<file path="config.mk">
export PLATFORM = sky130hd
export DESIGN_NAME = frame_write_ctrl_flat
export DESIGN_NICKNAME = d
export VERILOG_FILES = /design/src/rtl/frame_write_ctrl_pkg.sv /design/src/rtl/frame_write_ctrl_if.sv /design/src/rtl/frame_write_ctrl_raster_cnt.sv /design/src/rtl/frame_write_ctrl.sv /design/src/flat_wrapper.sv
export SDC_FILE = /design/constraint.sdc
export NUM_CORES = 1
export LEC_CHECK = 0
export CAP_MARGIN = 15
export CORE_MARGIN = 4
export CORE_UTILIZATION = 52
export CTS_CLUSTER_SIZE = 8
export DETAILED_ROUTE_END_ITERATION = 8
export GPL_ROUTABILITY_DRIVEN = 1
export PLACE_DENSITY = 0.95
export SLEW_MARGIN = 20
export SYNTH_ARGS = -nofsm -noshare
export SYNTH_HDL_FRONTEND = slang
export SYNTH_SLANG_ARGS = --single-unit
</file>
<file path="constraint.sdc">
create_clock -name clk -period 8.82 [get_ports clk]
set_input_delay 1.764 -clock clk [delete_from_list [all_inputs] [get_ports clk]]
set_output_delay 1.764 -clock clk [all_outputs]
set_load 0.02 [all_outputs]
</file>
<file path="src/rtl/frame_write_ctrl_pkg.sv">
// Shared display constants, packer state encoding and raster address helper.
// Used by the frame writer, its raster counter and the bus interfaces.
package display_pkg;

    localparam int H_PIX   = 100;
    localparam int V_LINES = 100;
    localparam int PIX_W   = 24;
    localparam int CW      = 10;
    localparam int AW      = $clog2(H_PIX * V_LINES);

    typedef enum logic [1:0] {
        PACK0,
        PACK1,
        PACK2,
        WAIT_WR
    } pack_state_t;

    // Widen before multiplying so legal coordinates never truncate.
    function automatic logic [AW-1:0] addr_of(
        input logic [CW-1:0] x,
        input logic [CW-1:0] y
    );
        return AW'(y) * AW'(H_PIX) + AW'(x);
    endfunction

endpackage

</file>
<file path="src/rtl/frame_write_ctrl_if.sv">
// Byte-stream handshake and single-port frame memory bus.
// Master drives the request side; slave answers it.
interface byte_stream_if;
    import display_pkg::*;

    logic       byte_valid;
    logic [7:0] byte_in;
    logic       byte_ready;

    modport master (
        output byte_valid,
        output byte_in,
        input  byte_ready
    );

    modport slave (
        input  byte_valid,
        input  byte_in,
        output byte_ready
    );
endinterface

interface frame_mem_if;
    import display_pkg::*;

    logic             mem_en;
    logic             mem_we;
    logic [AW-1:0]    mem_addr;
    logic [PIX_W-1:0] mem_wdata;
    logic [PIX_W-1:0] mem_rdata;

    modport master (
        output mem_en,
        output mem_we,
        output mem_addr,
        output mem_wdata,
        input  mem_rdata
    );

    modport slave (
        input  mem_en,
        input  mem_we,
        input  mem_addr,
        input  mem_wdata,
        output mem_rdata
    );
endinterface

</file>
<file path="src/rtl/frame_write_ctrl_raster_cnt.sv">
// Raster position of the next pixel write, with clear, advance and
// a registered end-of-frame pulse.
module pixel_raster_cnt
    import display_pkg::*;
(
    input  logic          clk,
    input  logic          rst_n,
    input  logic          clr,
    input  logic          adv,
    output logic [CW-1:0] x,
    output logic [CW-1:0] y,
    output logic          frame_done
);

    logic x_last;
    logic y_last;

    assign x_last = (x == CW'(H_PIX - 1));
    assign y_last = (y == CW'(V_LINES - 1));

    always_ff @(posedge clk or negedge rst_n) begin
        if (!rst_n) begin
            x          <= '0;
            y          <= '0;
            frame_done <= 1'b0;
        end else begin
            frame_done <= 1'b0;
            if (clr) begin
                x <= '0;
                y <= '0;
            end else if (adv) begin
                if (x_last) begin
                    x          <= '0;
                    y          <= y_last ? '0 : y + CW'(1);
                    frame_done <= y_last;
                end else begin
                    x <= x + CW'(1);
                end
            end
        end
    end

endmodule

</file>
<file path="src/rtl/frame_write_ctrl.sv">
// Packs bytes into 24-bit pixels and writes them in raster order,
// sharing the frame memory port with scan-out reads (reads win).
module frame_write_ctrl
    import display_pkg::*;
(
    input  logic             clk,
    input  logic             rst_n,
    input  logic             sof,
    byte_stream_if.slave     bs,
    input  logic             rd_req,
    input  logic [CW-1:0]    rd_x,
    input  logic [CW-1:0]    rd_y,
    output logic             rd_valid,
    output logic [PIX_W-1:0] rd_data,
    frame_mem_if.master      mem,
    output logic [CW-1:0]    wr_x,
    output logic [CW-1:0]    wr_y,
    output logic             frame_done
);

    pack_state_t      state;
    logic [PIX_W-1:0] pix;
    logic             accept;
    logic             wr_grant;
    logic             wr_do;
    logic             rd_ok;
    logic             rd_oor_q;

    assign bs.byte_ready = (state != WAIT_WR);
    assign accept        = bs.byte_valid && bs.byte_ready;
    assign wr_grant      = (state == WAIT_WR) && !rd_req;
    assign wr_do         = wr_grant && !sof;

    assign rd_ok = rd_req
                && (rd_x < CW'(H_PIX))
                && (rd_y < CW'(V_LINES));

    always_comb begin
        mem.mem_en    = 1'b0;
        mem.mem_we    = 1'b0;
        mem.mem_addr  = '0;
        mem.mem_wdata = '0;
        unique case (1'b1)
            rd_ok: begin
                mem.mem_en   = 1'b1;
                mem.mem_addr = addr_of(rd_x, rd_y);
            end
            wr_do: begin
                mem.mem_en    = 1'b1;
                mem.mem_we    = 1'b1;
                mem.mem_addr  = addr_of(wr_x, wr_y);
                mem.mem_wdata = pix;
            end
            default: ;
        endcase
    end

    // sof drops any partial pixel; a byte taken with it starts pixel (0,0).
    always_ff @(posedge clk or negedge rst_n) begin
        if (!rst_n) begin
            state <= PACK0;
            pix   <= '0;
        end else if (sof) begin
            state <= accept ? PACK1 : PACK0;
            pix   <= accept ? PIX_W'(bs.byte_in) : '0;
        end else begin
            unique case (state)
                PACK0: if (accept) begin
                    pix[7:0] <= bs.byte_in;
                    state    <= PACK1;
                end
                PACK1: if (accept) begin
                    pix[15:8] <= bs.byte_in;
                    state     <= PACK2;
                end
                PACK2: if (accept) begin
                    pix[23:16] <= bs.byte_in;
                    state      <= WAIT_WR;
                end
                WAIT_WR: if (!rd_req) begin
                    state <= PACK0;
                end
            endcase
        end
    end

    always_ff @(posedge clk or negedge rst_n) begin
        if (!rst_n) begin
            rd_valid <= 1'b0;
            rd_oor_q <= 1'b0;
        end else begin
            rd_valid <= rd_req;
            rd_oor_q <= rd_req && !rd_ok;
        end
    end

    // Out-of-range reads never touched memory, so return zero.
    assign rd_data = (rd_valid && !rd_oor_q) ? mem.mem_rdata : '0;

    pixel_raster_cnt u_raster (
        .clk        (clk),
        .rst_n      (rst_n),
        .clr        (sof),
        .adv        (wr_do),
        .x          (wr_x),
        .y          (wr_y),
        .frame_done (frame_done)
    );

endmodule

</file>
<file path="src/flat_wrapper.sv">
// flat-port wrapper written by rule: the top's interface ports become plain ports
module frame_write_ctrl_flat import display_pkg::*;
  (clk, rst_n, sof, rd_req, rd_x, rd_y, rd_valid, rd_data, wr_x, wr_y, frame_done, bs_byte_valid, bs_byte_in, bs_byte_ready, mem_mem_en, mem_mem_we, mem_mem_addr, mem_mem_wdata, mem_mem_rdata);
  byte_stream_if bs_i ();
  frame_mem_if mem_i ();
  input  logic clk;
  input  logic rst_n;
  input  logic sof;
  input  logic rd_req;
  input  logic [CW-1:0] rd_x;
  input  logic [CW-1:0] rd_y;
  output logic rd_valid;
  output logic [PIX_W-1:0] rd_data;
  output logic [CW-1:0] wr_x;
  output logic [CW-1:0] wr_y;
  output logic frame_done;
  input wire logic [$bits(bs_i.byte_valid)-1:0] bs_byte_valid;
  input wire logic [$bits(bs_i.byte_in)-1:0] bs_byte_in;
  output wire logic [$bits(bs_i.byte_ready)-1:0] bs_byte_ready;
  output wire logic [$bits(mem_i.mem_en)-1:0] mem_mem_en;
  output wire logic [$bits(mem_i.mem_we)-1:0] mem_mem_we;
  output wire logic [$bits(mem_i.mem_addr)-1:0] mem_mem_addr;
  output wire logic [$bits(mem_i.mem_wdata)-1:0] mem_mem_wdata;
  input wire logic [$bits(mem_i.mem_rdata)-1:0] mem_mem_rdata;
  assign bs_i.byte_valid = bs_byte_valid;
  assign bs_i.byte_in = bs_byte_in;
  assign bs_byte_ready = bs_i.byte_ready;
  assign mem_mem_en = mem_i.mem_en;
  assign mem_mem_we = mem_i.mem_we;
  assign mem_mem_addr = mem_i.mem_addr;
  assign mem_mem_wdata = mem_i.mem_wdata;
  assign mem_i.mem_rdata = mem_mem_rdata;
  frame_write_ctrl u_core (.clk(clk), .rst_n(rst_n), .sof(sof), .bs(bs_i), .rd_req(rd_req), .rd_x(rd_x), .rd_y(rd_y), .rd_valid(rd_valid), .rd_data(rd_data), .mem(mem_i), .wr_x(wr_x), .wr_y(wr_y), .frame_done(frame_done));
endmodule
</file>
Word-level counts from Yosys, hierarchy flattened
Cells that the tools add are included.
{"block": "op_classes", "n_addsub": 4, "reduce_logical": 24, "div": 0, "magnitude_cmp": 2, "shifts": 0, "n_eq_ne": 10, "n_mul": 2, "bitwise": 0, "muxes": 28}
{"op": "24-bit 2-to-1 mux", "count": 3}
{"op": "10-bit 2-to-1 mux", "count": 7}
{"op": "8-bit 2-to-1 mux", "count": 5}
{"op": "14-bit by 10-bit adder with 14-bit output", "count": 2}
{"op": "14-bit case mux with 2 select lines", "count": 1}
{"op": "10-bit by 5-bit multiplier with 12-bit output, second input constant", "count": 2}
{"op": "10-bit by 1-bit adder with 10-bit output, second input constant", "count": 2}
{"op": "10-bit by 7-bit equality test with 1-bit output, second input constant", "count": 2}
{"op": "10-bit by 7-bit less-than comparator with 1-bit output, second input constant", "count": 2}
{"op": "2-bit nonzero test", "count": 6}
{"op": "2-bit 2-to-1 mux", "count": 5}
{"op": "3-bit by 2-bit inequality test with 1-bit output, second input constant", "count": 3}
{"op": "2-bit case mux with 4 select lines", "count": 1}
{"op": "2-bit AND reduction", "count": 4}
{"op": "1-bit logical AND", "count": 7}
{"op": "1-bit 2-to-1 mux", "count": 6}
{"op": "2-bit equality test, second input constant", "count": 2}
{"op": "1-bit logical NOT", "count": 4}
{"op": "4-bit AND reduction", "count": 1}
{"op": "3-bit inequality test, second input constant", "count": 1}
{"op": "2-bit by 1-bit equality test with 1-bit output, second input constant", "count": 1}
{"op": "2-bit logical NOT", "count": 1}
{"op": "2-bit inequality test, second input constant", "count": 1}
{"op": "2-bit OR reduction", "count": 1}
{"block": "totals", "latchBits": 0, "ram_bits": 0, "romBits": 0, "register_bits": 49, "in_bits": 57, "output_inout_bits": 87, "wordCells": 79, "mem_count": 0}

Depth between registers and ports, before layout
{"block": "depth", "depth_word": 5, "depth_mapped": 14, "depth_no_buf": 14}

Hierarchy
Synthesis repeated with hierarchy kept, for this count alone.
{"block": "unflattened", "hier_cells": 541, "hier_area_um2": 4872.2}
{"mod": "frame_write_ctrl", "cells_per_inst": 418, "seq_area_each_um2": 700.7, "area_each_um2": 3673.5, "instances": 1}
{"mod": "pixel_raster_cnt", "cells_per_inst": 123, "seq_area_each_um2": 525.5, "area_each_um2": 1198.6, "instances": 1}

Worst setup path after synthesis
No wires, ideal clock.
{"block": "synth_timing", "path_type": "input to output", "start": "input rd_y[2]", "end": "output mem_mem_addr[13]", "cell_stages": 14, "n_path_buf": 0, "required_time_ns": 7.056, "slack_ns": 2.304, "t_arrival_ns": 4.752, "path_cell_list": "inv_1 > ha_1 > ha_1 > fa_1 > ha_1 > xor2_1 > ha_1 > a21oi_1 > o211ai_1 > a31oi_1 > nor2_1 > nand3_1 > xnor2_1 > o22ai_1"}
{"block": "synth_via", "elab_chain_len": 3}
{"item": "start: declaration", "line": "flat_wrapper.sv:11", "source": "input logic [CW-1:0] rd_y;"}
{"item": "10-bit by 5-bit multiplier with 12-bit output or 10-bit by 7-bit less-than comparator with 1-bit output (tied branches)", "line": "frame_write_ctrl_pkg.sv:23, frame_write_ctrl.sv:36"}
{"item": "14-bit by 10-bit adder with 14-bit output or 1-bit logical AND (tied branches)", "line": "frame_write_ctrl_pkg.sv:23, frame_write_ctrl.sv:36"}
{"item": "14-bit case mux with 2 select lines *", "line": "frame_write_ctrl.sv:43", "source": "unique case (1'b1)"}
{"item": "end: declaration", "line": "flat_wrapper.sv:22", "source": "output wire logic [$bits(mem_i.mem_addr)-1:0] mem_mem_addr;"}
Every way passes the cells marked *; elsewhere a longest branch is shown, timed or not.

Worst setup path in the final report
Same ends and word-level chain as after synthesis.

==> results.md <==
* Status: complete, no violations
* Final net count at 815
* WL/cell at roughly 17 um
* Setup_tns at 0 ns
* 1st-pass router iterations at 5
* Antenna Violating Nets Remaining at 0
* Clk_lat worst skew at 0.32 ns
* Post-synthesis mux area share at 0.4426%
* Post-synth cell types at 53
* Grt peak-use layer: met2
* Worst hold slack at 0.4831 ns
* Sw frac at 38.92%
* Hold path cells at 2
* Cell area power density at 121.7 mW/mm2
* Post-route cell area at 0.006406 mm2
* First-pass GRT wire length at around 22000 um
* Flop pwr share at 34.4%
* GRT overflow at 0
* IO Pins at 144
* CP max FO at 5
* Cells after Synth at 535
* Mapped Area at 0.004806 mm2
* Initial antenna violation count at 0
* Critical Path Max Stage Delay at 0.65 ns
* Via count at around 4500
* DRC viols at 0
* WHS Endpoint: u_core.pix[16]$_DFFE_PN0P_
* Clk pwr share at a little under a fifth
* Crit share post-route at ~90%
* Post-synth top area share at 25.51%
* Met1 Use GR at 29.11%
* Final setup vio count at 0
* Crit path launch type: primary input
* Rows at 34
* Tot Pwr at about 0.78 mW
* Hold Buf Count CTS at 0
* Critical path type: primary input to output port
* List of most frequent post-synthesis cells: ha_1, and2_1, dfrtp_1
* Adder-cell area share of the yosys netlist at 24.79%
* Fin Clk Skew at 0.005081 ns
* CTS tree: yes
* Required time of the critical path at around 7 ns
* Vias in the first global route at 4658
* Worst R2R End: u_core.u_raster.x[1]$_DFFE_PN0P_
* Max Cap Viol at 0
* Met2 GRT Util at 42.80%
* Register bit total from synthesis at 49
* Total internal power at 0.4761 mW
* Leakage power at 2.967 nW
* Comb pwr share at 46.6%
* Area growth syn-to-layout at 33.30%
* Compound-cell area share of the yosys netlist at 17.76%
* Die width at ~100 um
* Placed cells at 771
* Resized Gates After CTS at 0
* Top cell by count, worst path: ha_1
* Slowest-stage cell, CP: clkdlybuf4s50_1
* Diodes inserted at 0
* Setup crit end kind: output port
* XOR/XNOR share of the synthesized area at under 10%
* Clk sink count at between 40 and 50
* Simple-gate share of the synthesized area at 19.53%
* Clk buf depth at 2
* Max Fclk at 128.1 MHz
* Top post-synthesis cells by area: dfrtp_1, ha_1, and2_1
* R2R setup slack at approximately 6.4 ns
* RSZ-0062 raised after global routing: false
* Switching pwr at slightly above 0.3 mW
* Routed WL at 13170 um
* Least-Margin Pin Slew at 0.8713 ns
* Buf+Inv Stages, Crit Path at 3
* Worst Setup SP: rd_y[2]
* Vias per std cell at between 5 and 6
* Ys Warns at 0
* EDFF count, synth at 0
* FFs w/ async S/R, synth at 100.0%
* Proportion of layout cells with a drive suffix above 1 at roughly 3.0%
* Most frequent cell after synthesis: ha_1
* Buffers on Ports at 143
* Core Region at 0.008848 mm2
* Detailed Place HPWL at about 11000 um
* Beginning of the worst hold path: u_core.pix[16]$_DFFE_PN0P_
* Worst reg2reg path depth at 5
* Main synth FF type: dfrtp_1
* Period minus WS final at roughly 8 ns
* Layout Cells excl Fill at a little under 800
* Die Ht at 104.1 um
* Worst ir drop on vdd at 0.0001256 V
* Post-CTS Setup Inserts at 0
* Largest family of logic cells by synthesized area: adder cells
* HP Class: flop to flop
* Initial core utilization at 54.31%
* Final number of hold-violating endpoints at 0
* GPL Wtd Cong at 0.9226
* Starting DRC count in detailed routing at 214
* Root Buffer: clkbuf_8
* Placed Area at 0.006300 mm2
* Total track usage at 24.42%
* H-tree levels at 2
* Crit-path cells: clkdlybuf4s50_1 > inv_1 > ha_1 > ha_1 > fa_1 > ha_1 > xor2_1 > ha_1 > a21oi_1 > o211ai_1 > a31oi_1 > nor2_1 > nand3_1 > xnor2_1 > o22ai_1 > clkdlybuf4s50_1
* Syn Area/Cell at 8.983 um2
* Top cell type by total area after synthesis: dfrtp_1
* Final Max Slew Viols at 0
* Sequential area share after synthesis at 25.51%
* Die ar. at 0.01084 mm2
* CP top delay family: adder cells
* Clock transition at the registers of the reported paths at 0.10 ns
* GR met3 Demand/Resource at 5.587%
* CTS Buf Count at 5
* Net Count, Synth at 680
* Slew margin rel. at a little over two fifths
* Pin count of the biggest net entering global routing at 50
* RR Startpoint: u_core.state[1]$_DFFE_PN0P_
* CP arrival at 6.04 ns
-- registers in the layout, summed over array words and instances (netlist names) --
| register | count |
|---|---|
| u_core.pix | 24 |
| u_core.rd_oor_q | 1 |
| u_core.rd_valid | 1 |
| u_core.state | 2 |
| u_core.u_raster.frame_done | 1 |
| u_core.u_raster.x | 10 |
| u_core.u_raster.y | 10 |
-- power by group through the flow --
stage                     clock (mW)  sequential (mW)  combinational [mW]
after floorplan                    0            0.268               0.254
after global placement             0            0.270               0.340
after detailed placement           0            0.271               0.359
after CTS                      0.150            0.267               0.361
after global routing           0.163            0.272               0.401
final                          0.148            0.268               0.364
-- worst max path at each step --
stage,end,cells past startpoint
2_1_floorplan,mem_mem_addr[13],14
3_3_place_gp,mem_mem_addr[13],16
3_5_place_dp,mem_mem_addr[13],16
4_1_cts,mem_mem_addr[13],16
5_1_grt,mem_mem_addr[13],16
6_report,mem_mem_addr[13],16
-- cells by family (layout without fill, tap and decap cells) --
family	Yosys count	after routing
AO/OA/AOI/OAI	133	133
AND/OR/NAND/NOR	171	171
XOR/XNOR	43	43
buffers and inverters	49	185
adder cells (fa/ha/maj)	88	88
flip-flops	49	49
multiplexers	2	2
-- area by class of cell --
class	count	area, um2
timing repair buffer	144	1436
multi-input combinational	437	3387
clock inverter	3	28.78
tap	108	135.1
clock buffer	5	68.82
fill	623	2442
sequential	49	1226
inverter	33	123.9
-- worst reg2reg max path: stages (launching register included) --
cell and delay (ns):
dfrtp_1 0.41, ha_1 0.25, nand2b_1 0.24, or2_2 0.50
inv_1 0.69, a32o_1 0.30
-- layout by cell type, fill, tap and decap left out, types with 20 or more instances in the layout --
cell type	instances
clkdlybuf4s50_1	142
inv_1	33
and2_1	50
nand2_1	35
ha_1	76
xnor2_1	31
a21oi_1	36
o21ai_1	20
nor2_1	24
dfrtp_1	49
-- stage by stage --
stage / utilization (%) / worst slack, ns
after global placement: 71.20 / 1.224
final: 72.40 / 1.016
after floorplan: - / 2.304
after global routing: 72.40 / 0.8472
after detailed placement: 71.20 / 1.030
after CTS: 72.30 / 1.034
-- routing by layer --
layer / part of all wire (%) / routed length (um) / up-vias
li1: - / - / 2156
met1: 41 / 5417 / 2129
met2: 48 / 6383 / 213
met3: 7.4 / 977 / 33
met4: 3.0 / 389 / 0
met5: 0 / 0 / -
(Power assumes the default switching activity.)
